File: config.mk
export PLATFORM = sky130hd
export DESIGN_NAME = flash_write_scheduler
export DESIGN_NICKNAME = d
export VERILOG_FILES = /design/src/rtl/flash_write_scheduler.sv
export SDC_FILE = /design/constraint.sdc
export NUM_CORES = 1
export LEC_CHECK = 0
export ABC_AREA = 1
export CORE_MARGIN = 2
export CORE_UTILIZATION = 49
export DETAILED_ROUTE_END_ITERATION = 8
export PLACE_DENSITY_LB_ADDON = 0.1
export SYNTH_ARGS = -nofsm -noshare
export SYNTH_HDL_FRONTEND = slang
export SYNTH_SLANG_ARGS = --single-unit
File: constraint.sdc
create_clock -name clk_in -period 6 [get_ports clk_in]
set_input_delay 0.6 -clock clk_in [delete_from_list [all_inputs] [get_ports clk_in]]
set_output_delay 0.6 -clock clk_in [all_outputs]
set_load 0.1 [all_outputs]
File: src/rtl/flash_write_scheduler.sv
`default_nettype none
// ============================================================================
// Module      : flash_write_scheduler
// Description : Sequences one complete JPEG file write onto the single flash
//               write port: kicks the header writer, passes its words
//               through, hands the port to the entropy-coded scan stream,
//               then appends the EOI marker. Counts committed bytes, flags
//               scan overflow / abort, and pulses done at end of file.
// Revision    : 1.0 - initial release
// ----------------------------------------------------------------------------
// Ports
//   clk_in, rst_n          : clock, asynchronous active-low reset
//   start, abort           : one-cycle file start / terminate pulses
//   s_halt                 : flash slave back-pressure (no commit while high)
//   hdr_start, hdr_halt    : control to the header writer
//   hdr_done, hdr_write_*,
//   hdr_d_qual             : header writer word stream
//   scan_valid/data/be/last,
//   scan_ready             : scan word stream handshake
//   m_cmd, write_data,
//   write_be, d_qual       : muxed flash write interface
//   busy, done, error      : status (error is sticky until next start)
//   byte_count             : bytes committed since the last start
// ============================================================================
module flash_write_scheduler #(
    parameter int unsigned MAX_SCAN_WORDS = 65536,
    parameter logic [15:0] EOI_MARKER     = 16'hFFD9,
    parameter logic [1:0]  CMD_WRITE      = 2'b10,
    parameter logic [1:0]  CMD_NOP        = 2'b00
) (
    input  logic        clk_in,
    input  logic        rst_n,
    input  logic        start,
    input  logic        abort,
    input  logic        s_halt,
    output logic        hdr_start,
    output logic        hdr_halt,
    input  logic        hdr_done,
    input  logic [31:0] hdr_write_data,
    input  logic [3:0]  hdr_write_be,
    input  logic        hdr_d_qual,
    input  logic        scan_valid,
    input  logic [31:0] scan_data,
    input  logic [3:0]  scan_be,
    input  logic        scan_last,
    output logic        scan_ready,
    output logic [1:0]  m_cmd,
    output logic [31:0] write_data,
    output logic [3:0]  write_be,
    output logic        d_qual,
    output logic        busy,
    output logic        done,
    output logic        error,
    output logic [31:0] byte_count
);

    localparam int unsigned        C_CNT_W      = $clog2(MAX_SCAN_WORDS + 1);
    localparam logic [C_CNT_W-1:0] C_SCAN_LIMIT = C_CNT_W'(MAX_SCAN_WORDS);

    typedef enum logic [2:0] {
        S_IDLE     = 3'd0,
        S_HDR_KICK = 3'd1,
        S_HDR      = 3'd2,
        S_SCAN     = 3'd3,
        S_EOI      = 3'd4,
        S_DONE     = 3'd5
    } state_t;

    state_t               r_state;
    state_t               w_state_nxt;
    logic                 r_error;
    logic [31:0]          r_byte_count;
    logic [C_CNT_W-1:0]   r_scan_cnt;

    logic                 w_hdr_start;
    logic                 w_hdr_halt;
    logic                 w_scan_ready;
    logic [31:0]          w_write_data;
    logic [3:0]           w_write_be;
    logic                 w_d_qual;
    logic                 w_done;
    logic                 w_xfer;
    logic                 w_overflow;
    logic                 w_abort;
    logic                 w_commit;
    logic [2:0]           w_be_bytes;
    logic [C_CNT_W-1:0]   w_scan_cnt_nxt;

    assign w_scan_cnt_nxt = r_scan_cnt + C_CNT_W'(1);
    assign w_abort        = abort && (r_state != S_IDLE);

    // ------------------------------------------------------------------
    // Next-state and output decode. Abort only redirects the next state;
    // this cycle's outputs (and any commit they carry) are left intact.
    // ------------------------------------------------------------------
    always_comb begin
        w_state_nxt  = r_state;
        w_hdr_start  = 1'b0;
        w_hdr_halt   = 1'b1;
        w_scan_ready = 1'b0;
        w_write_data = 32'h0;
        w_write_be   = 4'h0;
        w_d_qual     = 1'b0;
        w_done       = 1'b0;
        w_xfer       = 1'b0;
        w_overflow   = 1'b0;

        case (r_state)
            S_IDLE: begin
                if (start) begin
                    w_state_nxt = S_HDR_KICK;
                end
            end
            S_HDR_KICK: begin
                w_hdr_start = 1'b1;
                w_state_nxt = S_HDR;
            end
            S_HDR: begin
                w_write_data = hdr_write_data;
                w_write_be   = hdr_write_be;
                w_d_qual     = hdr_d_qual;
                w_hdr_halt   = s_halt;
                // The last header word only leaves once the slave takes it.
                if (hdr_done && !s_halt) begin
                    w_state_nxt = S_SCAN;
                end
            end
            S_SCAN: begin
                w_scan_ready = ~s_halt;
                w_xfer       = scan_valid & ~s_halt;
                w_write_data = scan_data;
                if (w_xfer) begin
                    w_write_be = scan_be;
                    if (scan_last) begin
                        w_state_nxt = S_EOI;
                    end else if (w_scan_cnt_nxt == C_SCAN_LIMIT) begin
                        // Scan too long: close the file with EOI anyway.
                        w_overflow  = 1'b1;
                        w_state_nxt = S_EOI;
                    end
                end
            end
            S_EOI: begin
                w_write_data = {EOI_MARKER, 16'h0};
                w_write_be   = 4'b1100;
                if (!s_halt) begin
                    w_state_nxt = S_DONE;
                end
            end
            S_DONE: begin
                w_done      = 1'b1;
                w_state_nxt = S_IDLE;
            end
            default: begin
                w_state_nxt = S_IDLE;
            end
        endcase

        if (w_abort) begin
            w_state_nxt = S_IDLE;
        end
    end

    assign w_commit   = (w_write_be != 4'h0) && !s_halt;
    assign w_be_bytes = {2'b00, w_write_be[0]} + {2'b00, w_write_be[1]}
                      + {2'b00, w_write_be[2]} + {2'b00, w_write_be[3]};

    // ------------------------------------------------------------------
    // State register
    // ------------------------------------------------------------------
    always_ff @(posedge clk_in or negedge rst_n) begin
        if (!rst_n) begin
            r_state <= S_IDLE;
        end else begin
            r_state <= w_state_nxt;
        end
    end

    // ------------------------------------------------------------------
    // Per-file bookkeeping: byte counter, scan word counter, sticky error
    // ------------------------------------------------------------------
    always_ff @(posedge clk_in or negedge rst_n) begin
        if (!rst_n) begin
            r_byte_count <= 32'h0;
            r_scan_cnt   <= '0;
            r_error      <= 1'b0;
        end else if (r_state == S_IDLE && start) begin
            r_byte_count <= 32'h0;
            r_scan_cnt   <= '0;
            r_error      <= 1'b0;
        end else begin
            if (w_commit) begin
                r_byte_count <= r_byte_count + {29'h0, w_be_bytes};
            end
            if (w_xfer) begin
                r_scan_cnt <= w_scan_cnt_nxt;
            end
            if (w_overflow || w_abort) begin
                r_error <= 1'b1;
            end
        end
    end

    assign hdr_start  = w_hdr_start;
    assign hdr_halt   = w_hdr_halt;
    assign scan_ready = w_scan_ready;
    assign write_data = w_write_data;
    assign write_be   = w_write_be;
    assign d_qual     = w_d_qual;
    assign m_cmd      = (w_write_be != 4'h0) ? CMD_WRITE : CMD_NOP;
    assign busy       = (r_state != S_IDLE);
    assign done       = w_done;
    assign error      = r_error;
    assign byte_count = r_byte_count;

endmodule
`default_nettype wire

==> out/metrics.yaml <==
run_status:
  status: "complete, no violations"
yosys:
  syn_area_um2: 4150
  syn_avg_cell_area_um2: 6.91
  ys_types: 38
  ys_seq_elements: 53
  synthFlopType: "dfrtp_1"
  synth-edff-count: 0
  syn_nets: 689
  yosysWarnings: 0
  ys_seq_area_share_pct: 31.9
  async_flop_share_pct: 100
  synth_cells: 601
sta:
  worst_slew_pin_slew_ps: 1010
  max_freq_mhz: 240
  rsz0062_at_grt: "no"
  setup_ws_ps: 1840
  hold_violations: 0
  tns_ps: 0
  fin_skew_ps: 18.8
  setup-violations-final: 0
  period_share_pct: 69.4
  max_slew_margin_pct: 32.4
  finalCriticalPeriod_ps: 4160
  finalMaxSlewViolations: 0
cells_and_area:
  layout-drive-gt1-share_pct: 4.14
  multiInputGateArea_um2: 2450
  final_core_util_pct: 70.9
  final_common_cell: "nand2_1"
  antenna_cells: 0
  area_delta_synth_final_pct: 40.3
  final_cell_mix: "nand2_1, clkdlybuf4s50_1, inv_1"
  final_nets: 835
  fillers: 713
  seq_area_um2: 1330
global_route:
  antenna_found_initial: 0
  grt_pass1_vias: 4302
  grt_max_degree: 54
  track_usage_pct: 29.4
  grt_pass1_wl_um: 21200
  grt_overflow: 0
clock_network:
  cts.htree.levels: 2
  cts_buffers: 5
  cts_tree: "yes"
  postCtsResizedCells: 0
  cts_sinks: 53
  ctsHoldBuffers: 0
  clock_path_buffers: 2
  root_buffer: "clkbuf_8"
  clkTransAtPathRegs_ps: 120
  clk_latency_ps: 320
  postCtsSetupRepairBufs: 0
worst_setup_path:
  cp-end-kind: "output pin"
  critPathTopFamily: "buffers and inverters"
  worstSetupStartpointType: "input port"
  crit_type: "in -> out"
  cp_num_buf_inv: 4
  path_cells: "clkdlybuf4s50_1 > inv_1 > nand2_1 > nor2_4 > a22oi_1 > ha_1 > inv_1 > nor2_2 > nand2_1 > clkdlybuf4s50_1"
  slowest_delay_ps: 1130
  arrival_ps: 3560
  required_ps: 5400
  worst-path-max-fanout: 14
  crit_slowest_cell: "clkdlybuf4s50_1"
drt:
  dr.pass1.iters: 5
  vias: 4689
  totalWireLength_um: 13800
  wire_per_inst_um: 16.2
  ant_nets: 0
  viasPerCell: 5.50
  drc: 0
  drt_iter0_markers: 192
floorplan:
  rows: 33
  io_pins: 158
  die_w_um: 96.1
  initial_utilization_pct: 50.6
  core_um2: 8220
  die-height_um: 96.1
  dieArea_um2: 9230
power:
  power.leakage_nw: 2.62
  peakVddDrop_v: 0.000273
  powerDensity_nw_per_um2: 325
  p_total_mw: 1.89
place:
  place_congestion: 0.924
  preCtsSetupSlack_ps: 1490
  dp_hpwl_um: 10600
  io_buffers: 156
worst_hold_path:
  hold_class: "in -> async"
run:
  cap_violations: 0
layout make-up:
type | instances | area share, %
Clock buffer | 5 | 1.18
Clock inverter | 3 | 0.451
Inverter | 65 | 4.19
Multi-Input combinational cell | 463 | 42.1
Sequential cell | 53 | 22.8
Tap cell | 105 | 2.25
Timing Repair Buffer | 159 | 27.1
cell usage after synthesis (all sizes together), types with 2 or more instances:
cell type,n,area share (%)
buf,8,2.1
inv,65,5.9
nor2,61,6.1
a21oi,5,0.87
nor3,18,2.4
a22oi,13,2.3
a22o,21,4.4
o21a,2,0.36
nand3,35,4.6
o22ai,8,1.2
nor3b,3,0.54
xnor2,7,1.5
xor2,15,3.2
a211oi,2,0.36
nand3b,16,2.9
dfrtp,53,32
clkbuf,12,1.1
or2,4,0.60
ha,4,1.2
fa,3,1.4
nand2,203,18
nand4,23,3.5
o21ai,14,1.7
kinds of logic (layout without fill, tap and decap cells):
family          count (synthesis)  count (layout)  share of synthesized area [%]
compound gates                 68              68                           12.3
xor+xnor                       22              22                           4.64
fa+ha+maj                       7               7                           2.65
buf+inv                        85             232                           9.04
flops                          53              53                           31.9
other cells                     1               1                         0.0903
simple gates                  365             365                           39.3
power by group:
part / switching [mW] / leakage, nW / internal (mW)
clock: 0.138 / 0.0495 / 0.0872
combinational: 0.970 / 1.84 / 0.293
sequential: 0.0281 / 0.735 / 0.375
total: 1.14 / 2.62 / 0.755
per-layer routing:
metal | routed length, µm | share of wire, % | global-route usage, % | vias up
met2 | 6880 | 50 | 48.6 | 173
met4 | 267 | 1.9 | 9.17 | 0
met1 | 5730 | 41 | 39.2 | 2224
met5 | 0 | 0 | 0 | -
met3 | 958 | 6.9 | 5.25 | 20
li1 | - | - | - | 2272
through the flow:
stage | cell area (µm²) | hold slack (ps) | cells
finish | 5830 | 386 | 853
global placement | 5730 | 510 | 845
floorplan | 4150 | 304 | 601
detailed placement | 5730 | 516 | 845
global route | 5830 | 433 | 853
CTS | 5830 | 408 | 853
final timing paths:
kind	from	end	slack, ps	depth (start not counted)
max	s_halt	m_cmd[1]	1840	10
min	rst_n	r_scan_cnt[11]	390	2
max reg2reg	r_state[0]	byte_count[30]	2130	16
min reg2reg	byte_count[31]	byte_count[31]	530	2
max in group asynchronous	rst_n	byte_count[2]	5150	2
min in group clk_in	byte_count[31]	byte_count[31]	530	2
registers in the layout, summed over array words and instances, names as in the netlist:
name and count:
error 1, byte_count 32, r_state 3, r_scan_cnt 17
Note: power is estimated with default switching activity, not from simulation.
